==> src/rtl/cip_sieteseg_pkg.sv <==
// Shared definitions for the multiplexed seven-segment AXI-Lite peripheral:
// register map, CTRL field positions and the hex-to-segment table.
package cip_sieteseg_pkg;

    localparam logic [1:0] REG_CTRL     = 2'd0;
    localparam logic [1:0] REG_DIGITS   = 2'd1;
    localparam logic [1:0] REG_DP       = 2'd2;
    localparam logic [1:0] REG_PRESCALE = 2'd3;

    localparam int CTRL_ENABLE_BIT = 0;
    localparam int CTRL_BLANK_LSB  = 8;
    localparam int CTRL_BLANK_MSB  = 15;

    // Active-high segment codes, bit0 = a ... bit6 = g; element 0 is the last entry.
    localparam logic [15:0][6:0] HEX_SEGMENTS = {
        7'h71, 7'h79, 7'h5E, 7'h39, 7'h7C, 7'h77, 7'h6F, 7'h7F,
        7'h07, 7'h7D, 7'h6D, 7'h66, 7'h4F, 7'h5B, 7'h06, 7'h3F
    };

    function automatic logic [31:0] apply_wstrb(input logic [31:0] old_val,
                                                input logic [31:0] new_val,
                                                input logic [3:0]  strb);
        logic [31:0] merged;
        merged = old_val;
        for (int b = 0; b < 4; b++) begin
            if (strb[b]) merged[8*b +: 8] = new_val[8*b +: 8];
        end
        return merged;
    endfunction

endpackage

==> src/rtl/cip_sieteseg_mux_seg7_hex_decoder.sv <==
// Combinational hex nibble to active-high seven-segment pattern.
module seg7_hex_decoder
    import cip_sieteseg_pkg::*;
(
    input  logic [3:0] nibble,
    output logic [6:0] segments
);

    assign segments = HEX_SEGMENTS[nibble];

endmodule

==> src/rtl/cip_sieteseg_mux.sv <==
// AXI4-Lite slave driving an N-digit multiplexed seven-segment display:
// register file, digit scanner and registered pin drivers.
module cip_sieteseg_mux
    import cip_sieteseg_pkg::*;
#(
    parameter int C_S00_AXI_DATA_WIDTH = 32,
    parameter int C_S00_AXI_ADDR_WIDTH = 4,
    parameter int C_NUM_DIGITS         = 4,
    parameter int C_SCAN_DIV           = 50000,
    parameter bit C_ACTIVE_LOW         = 1'b1
) (
    input  logic                              s00_axi_aclk,
    input  logic                              s00_axi_areset,
    input  logic [C_S00_AXI_ADDR_WIDTH-1:0]   s00_axi_awaddr,
    input  logic [2:0]                        s00_axi_awprot,
    input  logic                              s00_axi_awvalid,
    output logic                              s00_axi_awready,
    input  logic [C_S00_AXI_DATA_WIDTH-1:0]   s00_axi_wdata,
    input  logic [C_S00_AXI_DATA_WIDTH/8-1:0] s00_axi_wstrb,
    input  logic                              s00_axi_wvalid,
    output logic                              s00_axi_wready,
    output logic [1:0]                        s00_axi_bresp,
    output logic                              s00_axi_bvalid,
    input  logic                              s00_axi_bready,
    input  logic [C_S00_AXI_ADDR_WIDTH-1:0]   s00_axi_araddr,
    input  logic [2:0]                        s00_axi_arprot,
    input  logic                              s00_axi_arvalid,
    output logic                              s00_axi_arready,
    output logic [C_S00_AXI_DATA_WIDTH-1:0]   s00_axi_rdata,
    output logic [1:0]                        s00_axi_rresp,
    output logic                              s00_axi_rvalid,
    input  logic                              s00_axi_rready,
    output logic [7:0]                        sieteseg,
    output logic [C_NUM_DIGITS-1:0]           anodo
);

    localparam int IDX_W = (C_NUM_DIGITS > 1) ? $clog2(C_NUM_DIGITS) : 1;
    localparam logic [7:0]              SEG_OFF = {8{C_ACTIVE_LOW}};
    localparam logic [C_NUM_DIGITS-1:0] AN_OFF  = {C_NUM_DIGITS{C_ACTIVE_LOW}};
    localparam logic [IDX_W-1:0]        IDX_LAST = IDX_W'(C_NUM_DIGITS - 1);

    logic        awready_reg, wready_reg, bvalid_reg, arready_reg, rvalid_reg;
    logic [31:0] rdata_reg;
    logic        ctrl_en_reg, ctrl_en_next;
    logic [7:0]  blank_reg, blank_next;
    logic [31:0] digits_reg, digits_next;
    logic [7:0]  dp_reg, dp_next;
    logic [31:0] prescale_reg, prescale_next;
    logic [31:0] scan_cnt_reg, scan_cnt_next;
    logic [IDX_W-1:0] idx_reg, idx_next;
    logic [7:0]  seg_reg, seg_next;
    logic [C_NUM_DIGITS-1:0] an_reg, an_next;

    logic        write_fire, read_fire, prescale_wr, scan_tc, lit;
    logic [1:0]  wr_sel, rd_sel;
    logic [31:0] rd_data_next, prescale_eff;
    logic [3:0]  cur_nibble;
    logic [6:0]  hex_segs;
    logic [C_NUM_DIGITS-1:0] anode_on;

    logic unused_ok;
    assign unused_ok = ^{s00_axi_awprot, s00_axi_arprot,
                         s00_axi_awaddr[1:0], s00_axi_araddr[1:0]};

    assign wr_sel     = s00_axi_awaddr[3:2];
    assign rd_sel     = s00_axi_araddr[3:2];
    assign write_fire = awready_reg & s00_axi_awvalid & wready_reg & s00_axi_wvalid;
    assign read_fire  = arready_reg & s00_axi_arvalid;
    assign prescale_wr = write_fire && (wr_sel == REG_PRESCALE);

    // Register file next state; reads use the next values so a same-edge write is visible.
    always_comb begin
        ctrl_en_next  = ctrl_en_reg;
        blank_next    = blank_reg;
        digits_next   = digits_reg;
        dp_next       = dp_reg;
        prescale_next = prescale_reg;
        if (write_fire) begin
            case (wr_sel)
                REG_CTRL: begin
                    if (s00_axi_wstrb[CTRL_ENABLE_BIT / 8])
                        ctrl_en_next = s00_axi_wdata[CTRL_ENABLE_BIT];
                    if (s00_axi_wstrb[CTRL_BLANK_LSB / 8])
                        blank_next = s00_axi_wdata[CTRL_BLANK_MSB:CTRL_BLANK_LSB];
                end
                REG_DIGITS: digits_next = apply_wstrb(digits_reg, s00_axi_wdata, s00_axi_wstrb);
                REG_DP: begin
                    if (s00_axi_wstrb[0]) dp_next = s00_axi_wdata[7:0];
                end
                default: prescale_next = apply_wstrb(prescale_reg, s00_axi_wdata, s00_axi_wstrb);
            endcase
        end
        case (rd_sel)
            REG_CTRL:   rd_data_next = {16'h0, blank_next, 7'h0, ctrl_en_next};
            REG_DIGITS: rd_data_next = digits_next;
            REG_DP:     rd_data_next = {24'h0, dp_next};
            default:    rd_data_next = prescale_next;
        endcase
    end

    always_comb begin
        prescale_eff  = (prescale_reg == 32'd0) ? 32'd1 : prescale_reg;
        scan_tc       = (scan_cnt_reg >= prescale_eff - 32'd1);
        scan_cnt_next = scan_cnt_reg + 32'd1;
        idx_next      = idx_reg;
        if (prescale_wr) begin
            scan_cnt_next = 32'd0;
        end else if (scan_tc) begin
            scan_cnt_next = 32'd0;
            idx_next      = (idx_reg == IDX_LAST) ? '0 : idx_reg + 1'b1;
        end
    end

    genvar gi;
    generate
        for (gi = 0; gi < C_NUM_DIGITS; gi++) begin : g_anode
            assign anode_on[gi] = (idx_reg == IDX_W'(gi));
        end
    endgenerate

    assign cur_nibble = digits_reg[{idx_reg, 2'b00} +: 4];

    seg7_hex_decoder u_hex (
        .nibble   (cur_nibble),
        .segments (hex_segs)
    );

    always_comb begin
        lit      = ctrl_en_reg && !blank_reg[idx_reg];
        seg_next = lit ? ({dp_reg[idx_reg], hex_segs} ^ SEG_OFF) : SEG_OFF;
        an_next  = lit ? (anode_on ^ AN_OFF) : AN_OFF;
    end

    always_ff @(posedge s00_axi_aclk) begin
        if (s00_axi_areset) begin
            awready_reg  <= 1'b0;
            wready_reg   <= 1'b0;
            bvalid_reg   <= 1'b0;
            arready_reg  <= 1'b0;
            rvalid_reg   <= 1'b0;
            rdata_reg    <= 32'd0;
            ctrl_en_reg  <= 1'b0;
            blank_reg    <= 8'd0;
            digits_reg   <= 32'd0;
            dp_reg       <= 8'd0;
            prescale_reg <= 32'(C_SCAN_DIV);
            scan_cnt_reg <= 32'd0;
            idx_reg      <= '0;
            seg_reg      <= SEG_OFF;
            an_reg       <= AN_OFF;
        end else begin
            awready_reg <= !awready_reg && s00_axi_awvalid && s00_axi_wvalid && !bvalid_reg;
            wready_reg  <= !awready_reg && s00_axi_awvalid && s00_axi_wvalid && !bvalid_reg;
            if (write_fire)          bvalid_reg <= 1'b1;
            else if (s00_axi_bready) bvalid_reg <= 1'b0;
            arready_reg <= !arready_reg && s00_axi_arvalid && !rvalid_reg;
            if (read_fire) begin
                rvalid_reg <= 1'b1;
                rdata_reg  <= rd_data_next;
            end else if (s00_axi_rready) begin
                rvalid_reg <= 1'b0;
            end
            ctrl_en_reg  <= ctrl_en_next;
            blank_reg    <= blank_next;
            digits_reg   <= digits_next;
            dp_reg       <= dp_next;
            prescale_reg <= prescale_next;
            scan_cnt_reg <= scan_cnt_next;
            idx_reg      <= idx_next;
            seg_reg      <= seg_next;
            an_reg       <= an_next;
        end
    end

    assign s00_axi_awready = awready_reg;
    assign s00_axi_wready  = wready_reg;
    assign s00_axi_bvalid  = bvalid_reg;
    assign s00_axi_bresp   = 2'b00;
    assign s00_axi_arready = arready_reg;
    assign s00_axi_rvalid  = rvalid_reg;
    assign s00_axi_rdata   = rdata_reg;
    assign s00_axi_rresp   = 2'b00;
    assign sieteseg        = seg_reg;
    assign anodo           = an_reg;

endmodule

==> config.mk <==
export PLATFORM = sky130hd
export DESIGN_NAME = cip_sieteseg_mux
export DESIGN_NICKNAME = d
export VERILOG_FILES = /design/src/rtl/cip_sieteseg_pkg.sv /design/src/rtl/cip_sieteseg_mux_seg7_hex_decoder.sv /design/src/rtl/cip_sieteseg_mux.sv
export SDC_FILE = /design/constraint.sdc
export NUM_CORES = 1
export LEC_CHECK = 0
export BUFFER_PORTS_ARGS = -buffer_cell sky130_fd_sc_hd__buf_2
export CORE_MARGIN = 1
export CORE_UTILIZATION = 54
export CTS_CLUSTER_SIZE = 16
export DETAILED_ROUTE_END_ITERATION = 10
export GPL_TIMING_DRIVEN = 0
export HOLD_SLACK_MARGIN = 0.12
export PLACE_DENSITY = 0.76
export RECOVER_POWER = 50
export SKIP_CTS_REPAIR_TIMING = 1
export SYNTH_ARGS = -nofsm -noshare
export SYNTH_HDL_FRONTEND = slang
export SYNTH_SLANG_ARGS = --single-unit
==> constraint.sdc <==
create_clock -name s00_axi_aclk -period 14.9 [get_ports s00_axi_aclk]
set_input_delay 2.235 -clock s00_axi_aclk [delete_from_list [all_inputs] [get_ports s00_axi_aclk]]
set_output_delay 2.235 -clock s00_axi_aclk [all_outputs]
set_load 0.1 [all_outputs]
Yosys cells after proc, flatten, opt, wreduce, memory -nomap -nowiden
Memory sizes are Yosys's and may differ from the RTL's.
Index checks and enable logic that the tools add are counted.

storage, ports and cells
  bits in registers = 163
  bits in read-only memories = 112
  bits of input ports = 57
  output and inout bits = 53
  logic and storage cells = 93
  memories = 1

operators by class
  add/subtract/negate cells = 3
  order comparisons = 3
  equal/unequal tests = 8
  shift-type cells = 1
  mux-type cells = 33
  bitwise operators = 8
  reductions and logical operators = 22

memories
  memory           words  bits a word  rd ports  clocked after memory_dff  write ports  line                                    RTL
  (no name shown)  16     7            1         0                         0            cip_sieteseg_mux_seg7_hex_decoder.sv:9  assign segments = HEX_SEGMENTS[nibble];

operators by type and width
  cell                                                                    number
  32-bit 2-to-1 mux                                                       5
  8-bit 2-to-1 mux                                                        14
  32-bit one-hot mux with 3 select lines                                  1
  32-bit by 1-bit adder with 32-bit output (second input constant)        1
  32-bit greater-or-equal comparator                                      1
  32-bit zero test                                                        1
  32-bit by 5-bit indexed part select with 4-bit output                   1
  32-bit by 1-bit subtractor with 32-bit output (second input constant)   1
  2-bit equality test (second input constant)                             5
  1-bit 2-to-1 mux                                                        9
  8-bit NOT                                                               1
  1-bit logical AND                                                       7
  7-bit 2-to-1 mux                                                        1
  2-bit by 1-bit equality test with 1-bit output (second input constant)  3
  2-bit zero test                                                         3
  3-bit OR reduction                                                      2
  1-bit zero test                                                         5
  4-bit by 5-bit < comparator with 1-bit output (second input constant)   1
  1-bit AND                                                               4
  1-bit binary-select mux with 2-bit select                               2
  2-bit by 4-bit < comparator with 1-bit output (second input constant)   1
  4-bit NOT                                                               1
  2-bit nonzero test                                                      2
  2-bit by 1-bit adder with 2-bit output (second input constant)          1
  4 further kinds                                                         5

Longest topological paths before layout
Gate-level depths: netlist of the first run.

  depth in word-level cells = 6
  mapped depth = 22
  gate-level depth less buffers = 18

By module
Synthesis of the first run repeated with hierarchy kept, for this count alone.

unflattened totals
  cell total of the unflattened synthesis = 950
  area, all modules = 8349.3 um2

modules (own cells, without submodules)
  module            times used  cells an instance  area each (um2)  seq. area each (um2)
  cip_sieteseg_mux  1           917                8062.7           3263.1
  seg7_hex_decoder  1           33                 286.5            0.0

Worst setup path after synthesis of the first run
OpenSTA, ideal clock, no wires.

  path kind = register to register
  start point = register prescale_reg[11]
  end point = register scan_cnt_reg[10]
  setup time = 0.065 ns
  arrival time = 4.669 ns
  path slack = 10.166 ns
  stages on the path, launching flop included = 23
  buffers on the path = 4
  clock period less this slack = 4.734 ns
  cell sequence = dfxtp_1 > or4_4 > or4_1 > buf_2 > nor4_1 > and2_1 > buf_2 > nor2_1 > ha_1 > nand3b_1 > nor3_1 > nand2b_1 > nor2_1 > xnor2_1 > ha_1 > a21oi_1 > nand2_1 > a221oi_1 > nand3_1 > or4_1 > clkbuf_1 > clkbuf_1 > nor2_1

between the ends
  longest elaborated chain between the ends = 5

RTL lines
  item                                             line                     RTL
  start, declared                                  cip_sieteseg_mux.sv:48   logic [31:0] prescale_reg, prescale_next;
  start signal, assigned                           cip_sieteseg_mux.sv:146  prescale_reg <= 32'(C_SCAN_DIV);
  start signal, assigned                           cip_sieteseg_mux.sv:167  prescale_reg <= prescale_next;
  32-bit zero test                                 cip_sieteseg_mux.sv:102  prescale_eff = (prescale_reg == 32'd0) ? 32'd1 : prescale_reg;
  32-bit 2-to-1 mux *                              cip_sieteseg_mux.sv:102
  32-bit by 1-bit subtractor with 32-bit output *  cip_sieteseg_mux.sv:103  scan_tc = (scan_cnt_reg >= prescale_eff - 32'd1);
  32-bit greater-or-equal comparator *             cip_sieteseg_mux.sv:103
  3-bit OR reduction (no line) *                   --
  end signal, assigned                             cip_sieteseg_mux.sv:168  scan_cnt_reg <= scan_cnt_next;
  end, declared                                    cip_sieteseg_mux.sv:49   logic [31:0] scan_cnt_reg, scan_cnt_next;

Every way passes the cells marked *; elsewhere a longest branch is shown, timed or not.
A chain may end at the register's enable or synchronous reset.

Worst setup path after layout of the first run
  start point = register prescale_reg[11]
  end point = register scan_cnt_reg[9]

The elaborated chain is that of the path after synthesis.

==> results.md, run 1 <==
* Max frequency at 179 MHz
* Cell count after synthesis at 849
* Area share of the leading cell type in the synthesized netlist at 41.1%
* RSZ-0062 raised after global routing: false
* Pre-antenna DRT Iters at 7
* Reg2reg end: scan_cnt_reg[9]$_SDFF_PP0_
* DRC at 0
* WP data arrival at 5940 ps
* Die X-Extent at 123 um
* Clock skew at 9.90 ps
* Multiplexer share of the synthesized area at 15.3%
* Most frequent cells in the layout: 163 x dfxtp_1, 141 x nor2_1, 102 x mux2i_1
* Mapped cell area at 7950 um^2
* HPWL Detailed at 15000 um
* DRT antenna net count at 0
* CTS tree: built
* Vias per inst at 5.66
* Port bufs at 94
* Final #Nets at 1065
* Avg Inst Size Synth at 9.36 um^2
* Min-delay worst type: reg -> reg
* Clk slew on worst S/H paths at 60 ps
* Placed insts at 1126
* Initial antenna violation count at 1
* VDD IR max at 0.0761 mV
* Largest net degree at the start of global routing at 17
* Htree depth at 4
* Worst-Margin Slew at 1590 ps
* Final hold vios at 0
* Top cells by area, synth: dfxtp_1 41%, mux2i_1 13%, ha_1 6.8%, nor2_1 6.7%, xnor2_1 3.7%
* Max_slew headroom at -7.04%
* CTS sink count at 163
* Layout cells sized above 1 at 11.1%
* First-pass GRT wire length at 31500 um
* Iteration-0 DRC count of the detailed router at 421
* PD cells at 100 nW/um^2
* Syn. warnings at 0
* CTS root buffer: clkbuf_16
* Combinational family with the most area after synthesis: simple AND/OR/NAND/NOR gates
* Ys async rst share at 0%
* Seq cells post-synth at 163
* Worst r2r path cells at 22
* Hold wc startpoint: s00_axi_bvalid$_SDFFE_PP0P_
* Placer Congestion at 0.865
* Setup Viol. Count Final at 0
* Initial Utilization at 56.4%
* CP Data Required Time at 15260 ps
* Worst setup EP type: flop
* I/O pin cnt at 110
* Max-slew violations at 9
* Simple-gate share of the synthesized area at 19.6%
* Total CTS buffers at 17
* Die area at 15200 um^2
* Vias at 6553
* Hold path depth at 1
* Status: finished, violations left
* Number of global-route vias before repair at 6130
* Hold endpoint: s00_axi_wready$_SDFF_PP0_
* Total global-route track usage at 27.5%
* Post-synth EDFFs at 0
* Sequential area share after synthesis at 41.1%
* Grt ovf at 0
* Register area at 3260 um^2
* Worst skew pair latency at 430 ps
* Utilization after layout at 65.0%
* Fin crit period at 5580 ps
* Worst setup path class: reg -> reg
* Setup TNS at 0 ps
* Yosys top cell by area: dfxtp_1
* Adder-cell share of the synthesized area at 6.77%
* P&R area growth vs syn at 15.3%
* Xor and xnor area share after synthesis at 6.50%
* R2r startpoint: prescale_reg[11]$_SDFF_PP0_
* Synth Flop Type: dfxtp_1
* CP Max Fanout at 10
* Most common cell after layout, fill and taps aside: dfxtp_1
* Max Cap Violations at 1
* Max Buffers Root-to-Sink at 2
* Drt total wl at 20000 um
* Multi-input logic area at 4460 um^2
* WL per Instance at 17.3 um
* R2r setup slk at 9320 ps
* Netlist cell types at 61
* Die span in y at 123 um
* P_leak at 3.76 nW
* Post-synthesis compound-gate area fraction at 7.85%
* Fin crit share at 37.4%
* Placement Rows at 43
* Core ar. at 14100 um^2
* Fin cells at 1157
* Crit path launch type: flop
* FILL cells at 1202
* Failing checks: capacitance limit, slew limit
[cells in the mapped netlist, types with 2 or more instances]
cell type	n
and2_1	8
and4_1	4
or2_2	5
a22o_1	16
buf_4	5
inv_1	13
o211ai_1	2
nand2_1	65
a221o_1	8
clkbuf_1	32
mux4_2	5
mux2_2	7
nor4_2	2
and3_1	6
mux2i_1	102
ha_1	43
or4_4	2
dfxtp_1	163
o21ai_0	8
xor2_1	25
nor3_1	14
nor2b_1	8
nand3b_1	3
nand3_1	17
nor2_1	141
buf_2	2
o221ai_1	10
or3_1	3
a21oi_1	29
or4_1	4
buf_1	3
nor4b_1	2
nand2b_1	9
xnor2_1	34
nor4_1	14
nand4_1	10
[power by group]
group          internal (W)  switching (W)  total (W)
logic             0.0000126      0.0000339  0.0000465
registers          0.000438     0.00000223   0.000440
clock network      0.000255       0.000180   0.000435
total              0.000705       0.000216   0.000921
[cell families after synthesis]
group                      after synthesis
AOI/OAI and AO/OA                       87
xor gates and xnor gates                59
adders and majority gates               43
buffers and inverters                   56
DFF                                    163
muxes                                  114
other                                    1
and+or+nand+nor                        326
[area by class of cell]
| class | count | share of cell area (%) |
|---|---|---|
| clock inverters | 11 | 1.38 |
| clock buffers | 19 | 4.94 |
| flip-flops and latches | 163 | 35.6 |
| inverters | 14 | 0.573 |
| well taps | 180 | 2.46 |
| plain buffers | 42 | 1.95 |
| diodes | 1 | 0.0273 |
| repair buffers | 94 | 4.44 |
| multi-input cells | 633 | 48.6 |
[layer usage]
| layer | up-vias | GRT usage (%) | routed length (um) |
|---|---|---|---|
| met5 | - | 0 | 0 |
| li1 | 3219 | - | - |
| met4 | 0 | 8.13 | 363 |
| met3 | 29 | 6.27 | 1040 |
| met2 | 183 | 43.8 | 9310 |
| met1 | 3122 | 37.0 | 9310 |
[critical path, cell delays in order (launching register included)]
cell and delay (ps):
dfxtp_1 390, or4_4 580, or4_1 400, buf_2 170
nor4_1 330, and2_1 170, buf_2 170, nor2_1 90
ha_1 240, nand3b_1 200, nor3_1 120, nand2b_1 190
nor2_1 80, xnor2_1 170, ha_1 280, a21oi_1 150
nand2_1 60, a221oi_1 390, nand3_1 190, or4_1 540
clkbuf_1 180, clkbuf_1 260, nor2_1 170
[per-stage QoR]
| stage | setup WS [ps] | area (um^2) | hold WS [ps] | total power [W] |
|---|---|---|---|---|
| CTS | 9360 | 9240 | 455 | 0.000924 |
| detailed placement | 9380 | 8660 | 445 | 0.000496 |
| floorplan | 10170 | 7960 | 437 | 0.000478 |
| global placement | 9420 | 8660 | 444 | 0.000496 |
| global route | 8860 | 9170 | 474 | 0.000949 |
| finish | 9320 | 9170 | 452 | 0.000921 |
[worst max-delay path by stage]
stage / depth (start not counted) / end / slack (ps) / startpoint
2_1_floorplan: 22 / scan_cnt_reg[10]$_SDFF_PP0_ / 10170 / prescale_reg[11]$_SDFF_PP0_
3_3_place_gp: 22 / scan_cnt_reg[27]$_SDFF_PP0_ / 9420 / prescale_reg[11]$_SDFF_PP0_
3_5_place_dp: 22 / scan_cnt_reg[28]$_SDFF_PP0_ / 9380 / prescale_reg[11]$_SDFF_PP0_
4_1_cts: 22 / scan_cnt_reg[28]$_SDFF_PP0_ / 9360 / prescale_reg[11]$_SDFF_PP0_
5_1_grt: 21 / scan_cnt_reg[9]$_SDFF_PP0_ / 8860 / prescale_reg[23]$_SDFF_PP0_
6_report: 22 / scan_cnt_reg[9]$_SDFF_PP0_ / 9320 / prescale_reg[11]$_SDFF_PP0_
No activity file was read; power rests on OpenSTA's default activity.
==> run 2: changes to the inputs <==
==> constraint.sdc (replaced) <==
create_clock -name s00_axi_aclk -period 5.75 [get_ports s00_axi_aclk]
set_input_delay 0.8625 -clock s00_axi_aclk [delete_from_list [all_inputs] [get_ports s00_axi_aclk]]
set_output_delay 0.8625 -clock s00_axi_aclk [all_outputs]
set_load 0.1 [all_outputs]
==> run 2 against run 1 <==
The run still ends with capacitance limit, slew limit left. Fmax increased by 3.3%. Sequential share of layout area decreased by 0.092 points. Sequential cell count unchanged. Clock skew increased by 0.61 ps. Critical path type unchanged. Critical endpoint unchanged. Highest routed layer unchanged.
==> results.md, run 2 (synthesis gave the netlist of run 1 again) <==
* Finished Cell Area at 9190 um^2 (was 9170 um^2)
* Clk pwr share at 47.2% (about the same)
* Pre-antenna DRT Iters at 5 (was 7)
* Logic pwr share at 5.1% (was 5.0%)
* Fin crit share at 93.9% (was 37.4%)
* Placement Cell Area at 8660 um^2 (unchanged)
* Max Buffers Root-to-Sink at 2 (unchanged)
* Pre-CTS WS at 233 ps (was 9380 ps)
* Min-delay worst type: reg -> reg (unchanged)
* Status: finished, violations left (unchanged)
* Max frequency at 185 MHz (was 179 MHz)
* I/O pin cnt at 110 (unchanged)
* Port bufs at 94 (unchanged)
* HPWL Detailed at 15000 um (unchanged)
* Most frequent cells in the layout: 163 x dfxtp_1, 141 x nor2_1, 102 x mux2i_1 (unchanged)
* Failing checks: capacitance limit, slew limit (unchanged)
* Vias at 6539 (was 6553)
* Iteration-0 DRC count of the detailed router at 410 (was 421)
* Setup slack after layout at 350 ps (was 9320 ps)
* Drt total wl at 20000 um (about the same)
* WP data arrival at 5760 ps (was 5940 ps)
* Layout cells sized above 1 at 11.5% (was 11.1%)
* Die span in y at 123 um (unchanged)
* Largest net degree at the start of global routing at 17 (unchanged)
* PD cells at 260 nW/um^2 (was 100 nW/um^2)
* Number of global-route vias before repair at 6130 (unchanged)
* Placer Congestion at 0.865 (unchanged)
* CP Data Required Time at 6110 ps (was 15260 ps)
* Worst setup path class: reg -> reg (unchanged)
* Critical path cell sequence: or4_4 > or4_1 > buf_2 > nor4_1 > and2_1 > buf_2 > nor2_1 > ha_1 > nand3b_1 > nor3_1 > nand2b_1 > nor2_1 > xnor2_1 > ha_1 > a21oi_1 > nand2_1 > a221oi_2 > nand3_1 > or4_1 > clkbuf_1 > clkbuf_2 > nor2_1 (was or4_4 > or4_1 > buf_2 > nor4_1 > and2_1 > buf_2 > nor2_1 > ha_1 > nand3b_1 > nor3_1 > nand2b_1 > nor2_1 > xnor2_1 > ha_1 > a21oi_1 > nand2_1 > a221oi_1 > nand3_1 > or4_1 > clkbuf_1 > clkbuf_1 > nor2_1)
* Net load switching power at 0.000562 W (was 0.000216 W)
* Max_slew headroom at -5.76% (was -7.04%)
* Most common cell after layout, fill and taps aside: dfxtp_1 (unchanged)
* Worst-Margin Slew at 1570 ps (was 1590 ps)
* CP max-delay cell: or4_4 (unchanged)
* Crit path launch type: flop (unchanged)
* Die X-Extent at 123 um (unchanged)
* Fin crit period at 5400 ps (was 5580 ps)
* Core ar. at 14100 um^2 (unchanged)
* Max-slew violations at 9 (unchanged)
* Max Cap Violations at 1 (unchanged)
* First-pass GRT wire length at 31500 um (unchanged)
* CTS tree: built (unchanged)
* Total global-route track usage at 27.5% (unchanged)
* Worst skew pair latency at 430 ps (about the same)
* P&R area growth vs syn at 15.6% (was 15.3%)
* CTS sink count at 163 (unchanged)
* Final hold vios at 0 (unchanged)
* Initial antenna violation count at 1 (unchanged)
* Die area at 15200 um^2 (unchanged)
* Fin cells at 1158 (was 1157)
* Overall Power at 0.00239 W (was 0.000921 W)
* Final #Nets at 1066 (was 1065)
* CTS root buffer: clkbuf_16 (unchanged)
* DRT antenna net count at 0 (unchanged)
* Grt ovf at 0 (unchanged)
* Setup TNS at 0 ps (unchanged)
* Most frequent cell on the critical path: nor2_1 (unchanged)
* Cell Int Power at 0.00183 W (was 0.000705 W)
* VDD IR max at 0.198 mV (was 0.0761 mV)
* Initial Utilization at 56.4% (unchanged)
* CP peak stage delay at 580 ps (about the same)
* P_leak at 3.78 nW (was 3.76 nW)
* Placed insts at 1126 (unchanged)
* Total CTS buffers at 17 (unchanged)
* DRC at 0 (unchanged)
* Crit-path leading delay family: simple AND/OR/NAND/NOR gates (unchanged)
* Clock skew at 10.5 ps (was 9.90 ps)
* Register share of total power at 47.7% (was 47.8%)
* Worst setup EP type: flop (unchanged)
* Sw Share at 23.5% (about the same)
* Clk slew on worst S/H paths at 60 ps (about the same)
* WL per Instance at 17.3 um (about the same)
* Placement Rows at 43 (unchanged)
* Setup Viol. Count Final at 0 (unchanged)
* Vias per inst at 5.65 (was 5.66)
* CP Buf/Inv Count at 4 (unchanged)
* Htree depth at 4 (unchanged)
* CP Max Fanout at 10 (unchanged)
## run 2: cell types whose count changed in the layout (fill, tap and decap cells not counted)
cell | previous run | this run
clkbuf_1 | 83 | 80
buf_4 | 5 | 6
mux2_1 | 0 | 2
nor4_1 | 14 | 13
nor4_2 | 2 | 3
a221oi_1 | 1 | 0
clkbuf_2 | 0 | 3
mux2_2 | 7 | 5
a221oi_2 | 0 | 1
## run 2: final timing paths
check        slack (ps)  cells past startpoint                         end                        start
min reg2reg         450                      1   s00_axi_wready$_SDFF_PP0_  s00_axi_bvalid$_SDFFE_PP0P_
max reg2reg         350                     22  scan_cnt_reg[9]$_SDFF_PP0_  prescale_reg[11]$_SDFF_PP0_
min                 450                      1   s00_axi_wready$_SDFF_PP0_  s00_axi_bvalid$_SDFFE_PP0P_
max                 350                     22  scan_cnt_reg[9]$_SDFF_PP0_  prescale_reg[11]$_SDFF_PP0_
## run 2: power by group through the flow
stage	Combinational [W]	Clock [W]	Sequential, W
CTS	0.000121	0.00113	0.00114
floorplan	0.0000592	0	0.00118
global placement	0.000119	0	0.00117
finish	0.000121	0.00113	0.00114
global route	0.000128	0.00119	0.00114
detailed placement	0.000120	0	0.00117
## run 2: routing by layer
layer  part of all wire [%]  global-route usage (%)  vias up
li1                       -                       -     3223
met1                     46                    37.0     3102
met2                     46                    43.8      184
met3                    5.8                    6.27       30
met4                    1.7                    8.13        0
met5                      0                       0        -
## run 2: metrics by stage
stage                     utilization, %  hold WS [ps]
after floorplan                        -           437
after global routing                65.2           474
after CTS                           65.5           455
final                               65.2           451
after detailed placement            61.4           445
after global placement              61.4           444
## run 2: area by class of cell
cell class	count	area, um^2
clock inverter	11	126
inverter	14	52.6
timing repair buffer	95	414
fill	1196	4900
multi-input combinational	633	4470
sequential	163	3260
buffer	42	183
clock buffer	19	453
antenna	1	2.50
tap	180	225
